===== src/rtl/aes_v2_sub_seq.sv =====
// aes_v2_sub_seq: multi-cycle SubBytes, LANES shared sboxes stepped over four selected bytes
//   g_clk/g_reset : clock, synchronous active-high reset
//   valid,rs1,rs2 : request and operands (b0=rs1[7:0] b1=rs2[15:8] b2=rs1[23:16] b3=rs2[31:24])
//   enc, rot      : forward/inverse sbox select, rotated output order
//   ready, rd     : one-cycle completion pulse and result
//   Optional macro AES_V2_SUB_SEQ_CLEAR_EN: zero sbox inputs outside CALC, clear state on
//   completion/abort, and gate rd to zero while ready is low.
module aes_v2_sub_seq #(
    parameter int LANES = 1
) (
    input  logic        g_clk,
    input  logic        g_reset,
    input  logic        valid,
    input  logic [31:0] rs1,
    input  logic [31:0] rs2,
    input  logic        enc,
    input  logic        rot,
    output logic        ready,
    output logic [31:0] rd
);
    localparam int STEPS = 4 / LANES;
    if (LANES != 1 && LANES != 2 && LANES != 4) begin : g_bad_lanes
        $error("aes_v2_sub_seq: LANES must be 1, 2 or 4");
    end
    typedef enum logic [1:0] {IDLE, CALC, DONE} state_t;
    state_t      state_q, state_d;
    logic [1:0]  step_q, step_d;
    logic [31:0] res_q, res_d;
    logic [31:0] byt_q, byt_d;
    logic        enc_q, enc_d, rot_q, rot_d;
    logic [7:0]  sb_in [LANES];
    logic [7:0]  sb_out [LANES];
    logic [31:0] rd_ord;
    logic        last_step;
    logic        unused;
    assign unused = ^{rs1[31:24], rs1[15:8], rs2[23:16], rs2[7:0]};
    assign last_step = (step_q == 2'(STEPS - 1));
    for (genvar l = 0; l < LANES; l++) begin : g_lane
        logic [1:0] idx;
        assign idx = 2'(int'(step_q) * LANES + l);
`ifdef AES_V2_SUB_SEQ_CLEAR_EN
        assign sb_in[l] = (state_q == CALC) ? byt_q[idx*8 +: 8] : 8'h00;
`else
        assign sb_in[l] = byt_q[idx*8 +: 8];
`endif
        aes_sbox u_sbox (.x(sb_in[l]), .inv(!enc_q), .y(sb_out[l]));
    end
    always_ff @(posedge g_clk) begin
        if (g_reset) begin
            state_q <= IDLE;
            step_q  <= 2'd0;
            res_q   <= '0;
            byt_q   <= '0;
            enc_q   <= 1'b0;
            rot_q   <= 1'b0;
        end else begin
            state_q <= state_d;
            step_q  <= step_d;
            res_q   <= res_d;
            byt_q   <= byt_d;
            enc_q   <= enc_d;
            rot_q   <= rot_d;
        end
    end
    // Dropping valid mid-computation aborts; that check wins over the final step.
    always_comb begin
        state_d = (state_q == IDLE) ? (valid ? CALC : IDLE) :
                  (state_q == CALC) ? (!valid ? IDLE : (last_step ? DONE : CALC)) : IDLE;
    end
    always_comb begin
        step_d = step_q;
        res_d  = res_q;
        byt_d  = byt_q;
        enc_d  = enc_q;
        rot_d  = rot_q;
        if (state_q == IDLE && valid) begin
            byt_d  = {rs2[31:24], rs1[23:16], rs2[15:8], rs1[7:0]};
            enc_d  = enc;
            rot_d  = rot;
            step_d = 2'd0;
        end else if (state_q == CALC && valid) begin
            for (int i = 0; i < LANES; i++)
                res_d[(int'(step_q) * LANES + i) * 8 +: 8] = sb_out[i];
            step_d = last_step ? step_q : step_q + 2'd1;
        end
`ifdef AES_V2_SUB_SEQ_CLEAR_EN
        if (state_q == DONE || (state_q == CALC && !valid)) begin
            res_d = '0;
            byt_d = '0;
        end
`endif
    end
    always_comb begin
        ready  = (state_q == DONE);
        rd_ord = rot_q ? {res_q[23:0], res_q[31:24]} : res_q;
`ifdef AES_V2_SUB_SEQ_CLEAR_EN
        rd     = ready ? rd_ord : 32'h0;
`else
        rd     = rd_ord;
`endif
    end
endmodule

// aes_sbox: combinational AES sbox (inv=1 selects inverse) via GF(2^8) inversion and affine map
module aes_sbox (
    input  logic [7:0] x,
    input  logic       inv,
    output logic [7:0] y
);
    function automatic logic [7:0] gmul(input logic [7:0] a, input logic [7:0] b);
        logic [7:0] p;
        logic [7:0] t;
        p = 8'h00;
        t = a;
        for (int i = 0; i < 8; i++) begin
            if (b[i]) p = p ^ t;
            t = {t[6:0], 1'b0} ^ (t[7] ? 8'h1B : 8'h00);
        end
        return p;
    endfunction
    // a^254 is the multiplicative inverse, and maps 0 to 0 as the sbox requires.
    function automatic logic [7:0] ginv(input logic [7:0] a);
        logic [7:0] r;
        logic [7:0] s;
        r = 8'h01;
        s = a;
        for (int i = 0; i < 8; i++) begin
            if (i != 0) r = gmul(r, s);
            s = gmul(s, s);
        end
        return r;
    endfunction
    function automatic logic [7:0] rotl(input logic [7:0] a, input int n);
        return 8'((a << n) | (a >> (8 - n)));
    endfunction
    logic [7:0] fwd, pre;
    always_comb begin
        fwd = ginv(x);
        fwd = fwd ^ rotl(fwd, 1) ^ rotl(fwd, 2) ^ rotl(fwd, 3) ^ rotl(fwd, 4) ^ 8'h63;
        pre = rotl(x, 1) ^ rotl(x, 3) ^ rotl(x, 6) ^ 8'h05;
        y   = inv ? ginv(pre) : fwd;
    end
endmodule


===== config.mk =====
export PLATFORM = sky130hd
export DESIGN_NAME = aes_v2_sub_seq
export DESIGN_NICKNAME = d
export VERILOG_FILES = /design/src/rtl/aes_v2_sub_seq.sv
export SDC_FILE = /design/constraint.sdc
export NUM_CORES = 1
export LEC_CHECK = 0
export BUFFER_PORTS_ARGS = -buffer_cell sky130_fd_sc_hd__buf_4
export CAP_MARGIN = 20
export CELL_PAD_IN_SITES_DETAIL_PLACEMENT = 0
export CELL_PAD_IN_SITES_GLOBAL_PLACEMENT = 1
export CORE_UTILIZATION = 50
export CTS_BUF_LIST = sky130_fd_sc_hd__clkbuf_8
export DETAILED_ROUTE_END_ITERATION = 8
export PLACE_DENSITY_LB_ADDON = 0.25
export SLEW_MARGIN = 20
export SYNTH_ARGS = -nofsm -noshare
export SYNTH_HDL_FRONTEND = slang
export SYNTH_SLANG_ARGS = --single-unit

===== constraint.sdc =====
create_clock -name g_clk -period 21.9 [get_ports g_clk]
set_input_delay 5.475 -clock g_clk [delete_from_list [all_inputs] [get_ports g_clk]]
set_output_delay 5.475 -clock g_clk [all_outputs]
set_load 0.01 [all_outputs]

# ---- Yosys cells after proc, flatten, opt, wreduce, memory -nomap -nowiden
# Index checks and enable logic that the tools add are counted.
dict set report op_classes {
  n_eq_ne 3
  addsub 2
  bitwise_logic 395
  n_reduce_logical 6
  n_shift 3
  n_mux 414
}
# op count
set op_table {}
lappend op_table {{8-bit bitwise XOR} 370}
lappend op_table {{8-bit 2-to-1 mux} 211}
lappend op_table {{5-bit 2-to-1 mux} 184}
lappend op_table {{5-bit negation with 33-bit output} 1}
lappend op_table {{8-bit by 33-bit variable shift with 32-bit output, first input constant} 1}
lappend op_table {{8-bit by 33-bit variable part select with 32-bit output} 1}
lappend op_table {{32-bit bitwise mux} 1}
lappend op_table {{32-bit 2-to-1 mux} 1}
lappend op_table {{32-bit by 6-bit variable part select with 8-bit output} 1}
lappend op_table {{8-bit by 1-bit OR with 8-bit output} 2}
lappend op_table {{8-bit by 3-bit OR with 8-bit output} 2}
lappend op_table {{7-bit 2-to-1 mux} 2}
lappend op_table {{1-bit NOT, first input constant} 14}
lappend op_table {{2-bit 2-to-1 mux} 6}
lappend op_table {{6-bit 2-to-1 mux} 2}
lappend op_table {{4-bit 2-to-1 mux} 2}
lappend op_table {{8-bit by 2-bit OR with 8-bit output} 1}
lappend op_table {{8-bit by 4-bit OR with 8-bit output} 1}
lappend op_table {{8-bit by 6-bit OR with 8-bit output} 1}
lappend op_table {{3-bit 2-to-1 mux} 2}
lappend op_table {{2-bit equality test, second input constant} 2}
lappend op_table {{4-bit NOT} 1}
lappend op_table {{2-bit AND reduction} 2}
lappend op_table {{1-bit 2-to-1 mux} 3}
lappend op_table {{other kinds (7)} 9}
dict set report word_totals {
  in_bits 69
  ff_bits 70
  wordCells 829
  output_inout_bits 33
}

# ---- Longest topological paths before layout
dict set report logic_depth {
  ltp_word 137
  ltp_mapped 73
  ltp_nobuf 60
}

# ---- By module
# A second synthesis with hierarchy kept.
dict set report unflattened {
  cells_unflattened 4625
  area_unflattened_um2 34003.9
}
# module cells_each area_per_inst_um2 seq_area_each_um2 n_inst
set modules_own_cells {}
lappend modules_own_cells {aes_sbox 4246 30690.7 0.0 1}
lappend modules_own_cells {aes_v2_sub_seq 379 3313.2 1401.3 1}

# ---- Worst setup path before layout
# No wires, ideal clock.
dict set report synth_timing {
  kind {reg-to-reg}
  from {reg step_q[0]}
  to {reg res_q[24]}
  required_ns 21.811
  arrival_time_ns 16.419
  synth_period_minus_slack_ns 16.508
  setup_slack_ns 5.392
  path_buffers 11
  setup_time_ns 0.089
  path_stages_with_launch 69
  path_cell_list {dfxtp_1 > buf_6 > mux2i_1 > mux2_4 > inv_8 > buf_12 > buf_2 > buf_6 > ha_1 > xor2_1 > and2_1 > xnor3_1 > inv_2 > buf_1 > buf_1 > ha_1 > clkbuf_1 > xnor2_1 > (+33 left out) > xor2_2 > or2_1 > a21oi_1 > a21oi_1 > xnor3_1 > xnor2_1 > xnor2_1 > buf_2 > xnor2_1 > mux2_1 > o22ai_1 > xnor2_1 > xnor2_1 > xnor2_1 > xor3_1 > xor2_1 > and2_1 > o31ai_1}
}
dict set report synth_via {
  elab_chain_cells 134
  word_cells_on_any_way 791
  cone_classes {1 x add/sub; 3 x shift; 408 x mux; 379 x bitwise}
}
# item line
set synth_lines {}
lappend synth_lines {{from (decl)} 27} ;# logic [1:0] step_q, step_d;
lappend synth_lines {{from (signal assigned)} 58} ;# step_q <= step_d;
lappend synth_lines {{32-bit by 6-bit variable part select with 8-bit output} 44} ;# assign sb_in[l] = byt_q[idx*8 +: 8];
lappend synth_lines {{5-bit 2-to-1 mux, or another cell as far along} 117} ;# t = {t[6:0], 1'b0} ^ (t[7] ? 8'h1B : 8'h00);
lappend synth_lines {{8-bit bitwise XOR (on tied branches)} {117, 116}}
lappend synth_lines {{8-bit bitwise XOR / 8-bit 2-to-1 mux (equally long branches)} 116} ;# if (b[i]) p = p ^ t;
lappend synth_lines {{8-bit 2-to-1 mux / 8-bit bitwise XOR (equally long branches)} 116}
lappend synth_lines {{8-bit bitwise XOR / 8-bit 2-to-1 mux (equally long branches)} 116}
lappend synth_lines {{8-bit 2-to-1 mux / 8-bit bitwise XOR (equally long branches)} 116}
lappend synth_lines {{8-bit bitwise XOR / 8-bit 2-to-1 mux (equally long branches)} 116}
lappend synth_lines {{(+115 left out)} n/a}
lappend synth_lines {{8-bit bitwise XOR} 116}
lappend synth_lines {{8-bit 2-to-1 mux} 116}
lappend synth_lines {{8-bit by 1-bit OR with 8-bit output} 134} ;# return 8'((a << n) | (a >> (8 - n)));
lappend synth_lines {{8-bit bitwise XOR (4 in series)} 139} ;# fwd = fwd ^ rotl(fwd, 1) ^ rotl(fwd, 2) ^ rotl(fwd, 3) ^ rotl(fwd, 4) ^ 8'h63;
lappend synth_lines {{4-bit NOT (no line)} n/a}
lappend synth_lines {{8-bit 2-to-1 mux} 141} ;# y = inv ? ginv(pre) : fwd;
lappend synth_lines {{8-bit by 33-bit variable part select with 32-bit output} 83} ;# res_d[(int'(step_q) * LANES + i) * 8 +: 8] = sb_out[i];
lappend synth_lines {{32-bit bitwise mux (*)} 83}
lappend synth_lines {{to (signal assigned)} 59} ;# res_q <= res_d;
lappend synth_lines {{to (decl)} 28} ;# logic [31:0] res_q, res_d;
# Every way passes the cells marked *; elsewhere a longest branch is shown, timed or not.
# A chain may end at the register's enable or synchronous reset.

# ---- Worst setup path in the final report
dict set report layout_timing {
  from {reg step_q[0]}
  to {reg res_q[12]}
}
# The elaborated chain is that of the path after synthesis.

==> impl_metrics.tcl <==
set metrics [dict create \
    status "complete, but fails checks" \
    violations "design-rule violations" \
    cp-start-kind "flip-flop" \
    reg2reg_depth 56 \
    synth_edf_count 0 \
    drtPass1Iterations 8 \
    area_growth_pct 4.358 \
    drc 4 \
    n_antenna_cell 0 \
    required_ns 22.14 \
    hold_buffers 0 \
    die_area_um2 67940 \
    grtUsageTotal_pct 27.08 \
    crit_path_frequent_cell "xnor2_1" \
    worstPathArrival_ns 19.65 \
    wirelength_met1_um 42990 \
    cts_made_buffers 9 \
    grt_pass1_wl_um 151600 \
    clkLatencyLatePin_ns 0.35 \
    seq_area_frac_synth_pct 4.189 \
    antenna_found_initial 0 \
    place_hpwl_um 67790 \
    max-slew-margin-rel_pct 29.62 \
    netlist_area_um2 33450 \
    num_io_pins 102 \
    min_from "byt_q[3]$_SDFFE_PP0P_" \
    grt_max_degree 44 \
    cpPeakStageDelay_ns 0.89 \
    htree_levels 3 \
    avgSynthCellArea_um2 7.763 \
    cts.sinks 70 \
    avgViaCountPerCell 5.808 \
    syn_inst 4309 \
    async_reset_ff_share_pct 0 \
    wl_um 93430 \
    r2r_end "res_q[12]$_SDFFE_PP0P_" \
    top_layer_used "met4" \
    slew_violations 0 \
    core_um2 65980 \
    die_w_um 260.7 \
    endpoint "res_q[12]$_SDFFE_PP0P_" \
    clock_skew_ns 0.007727 \
    root_buffer "clkbuf_8" \
    hold_path.class "flip-flop to flip-flop" \
    critPathMaxFanout 37 \
    critPathKind "flip-flop to flip-flop" \
    rsz0062_at_grt "false" \
    critPathCaptureType "flip-flop" \
    wl_met2_um 45160 \
    final_common_cell "xnor2_1" \
    fmaxAchievable_mhz 51.51 \
    hold-worst-slack_ns 0.4534 \
    fin_crit_sh_pct 88.65 \
    setup_viol 0 \
    port_buffers 69 \
    num_rows 94 \
    critPathSlowestCell "xnor3_1" \
    wl_per_cell_um 18.30 \
    layout-drive-gt1-share_pct 13.88 \
    syn_nets 4397 \
    drtIter0Drc 2180 \
    ys.flop_type "dfxtp_1" \
    setup_tns_ns 0 \
    utilization_pct 52.91 \
    start_util_pct 50.70 \
    drv_cap 0 \
    cts_resized 0 \
    die_height_um 260.7 \
    r2r_setup_slack_ns 2.49 \
    max_slew.worst_pin.slew_ns 1.048 \
    critPathLaunch "step_q[0]$_SDFFE_PP0P_" \
    post_cts_buffers 0 \
    fin_nets 4326 \
    ys_types 148 \
    crit_buf_inv 7 \
    hold_viol 0 \
    ys_ff_latch 70 \
    tritoncts "yes" \
    fill_cells 6482 \
    reg2reg_from "step_q[0]$_SDFFE_PP0P_" \
    cp_top_family "XOR/XNOR gates" \
    grt_pass1_vias 27640 \
    clockBufferDepth 2 \
    gp_congestion 0.8991 \
    period_minus_slack_ns 19.41 \
    overflow 0 \
    ys_warn_count 0 \
    routed-via-count 29660 \
    clkTransAtPathRegs_ns 0.08 \
    wl_met3_um 3964 \
    final_cell_mix "xnor2_1 (817), nor2_1 (554), nand2_1 (494), a21oi_1 (260), buf_4 (197)" \
    final_antenna_net_count 0 \
    cp_num_cells 56 \
]
-- layer usage --
layer | up-vias | GRT usage [%]
met1 | 14100 | 37.55
met4 | 0 | 4.483
met2 | 722 | 46.83
li1 | 14750 | -
met3 | 81 | 1.379
met5 | - | 0
-- worst register-to-register path, delay by kind of cell, from the launching register on --
kind | cells | cell delay, ns
AOI/OAI and AO/OA | 8 | 1.66
xor gates and xnor gates | 29 | 12.32
adders and majority gates | 2 | 0.96
buffers and inverters | 7 | 1.88
DFF | 1 | 0.65
muxes | 3 | 0.79
and+or+nand+nor | 7 | 1.05
-- state kept, by name, indices dropped and copies added (netlist names) --
| signal | flops |
|---|---|
| res_q | 32 |
| enc_q | 1 |
| state_q | 2 |
| byt_q | 32 |
| rot_q | 1 |
| step_q | 2 |
-- metrics by stage --
stage / std cells / setup slack, ns / instance area [µm²]
after detailed placement: 5091 / 2.528 / 34680
after CTS: 5107 / 2.453 / 34900
final: 5107 / 2.486 / 34910
after global placement: 5091 / 2.534 / 34670
after global routing: 5107 / 1.054 / 34910
after floorplan: 4309 / 5.392 / 33450
-- cell usage after synthesis (all sizes together) (35+ instances only) --
master / count / area (µm²)
xnor2: 949 / 9498
nor2: 563 / 2143
nand2: 501 / 1898
a21oi: 270 / 1404
o21ai: 225 / 1130
xor2: 206 / 2097
clkbuf: 182 / 893.4
xnor3: 153 / 3501
nor3: 119 / 600.6
mux2i: 107 / 1095
nand3: 104 / 525.5
buf: 96 / 674.4
dfxtp: 70 / 1401
mux2: 57 / 649.4
o22ai: 52 / 331.6
a211oi: 43 / 345.3
inv: 43 / 178.9
o211ai: 38 / 290.3
a31oi: 35 / 259.0
-- area by class of cell --
cell class                      count  area [µm²]  area share [%]
Inverter                           46       190.2          0.5448
Tap cell                          864        1081           3.097
Clock buffer                        9       123.9          0.3549
Sequential cell                    70        1401           4.014
Clock inverter                      7       97.59          0.2796
Multi-Input combinational cell   3914       30530           87.47
Timing Repair Buffer              197        1479           4.237
-- how the worst min path moves through the flow --
stage | end | depth (start not counted) | slack (ns)
floorplan | byt_q[10]$_SDFFE_PP0P_ | 2 | 0.43
finish | byt_q[3]$_SDFFE_PP0P_ | 2 | 0.45
global placement | byt_q[31]$_SDFFE_PP0P_ | 2 | 0.44
CTS | byt_q[3]$_SDFFE_PP0P_ | 2 | 0.46
detailed placement | byt_q[11]$_SDFFE_PP0P_ | 2 | 0.45
global route | byt_q[30]$_SDFFE_PP0P_ | 2 | 0.47
-- cells by family (layout without fill, tap and decap cells) --
logic type                 after synthesis  after routing  synth area share, %
and+or+nand+nor                       1491           1491                19.71
xor gates and xnor gates              1328           1328                46.59
AOI/OAI and AO/OA                      903            903                17.70
buffers and inverters                  325            259                5.312
muxes                                  172            172                5.764
DFF                                     70             70                4.189
adders and majority gates               20             20               0.7406
Power is not shown: default switching activity piles up to over one toggle a cycle in this logic, so the estimate is an artifact.
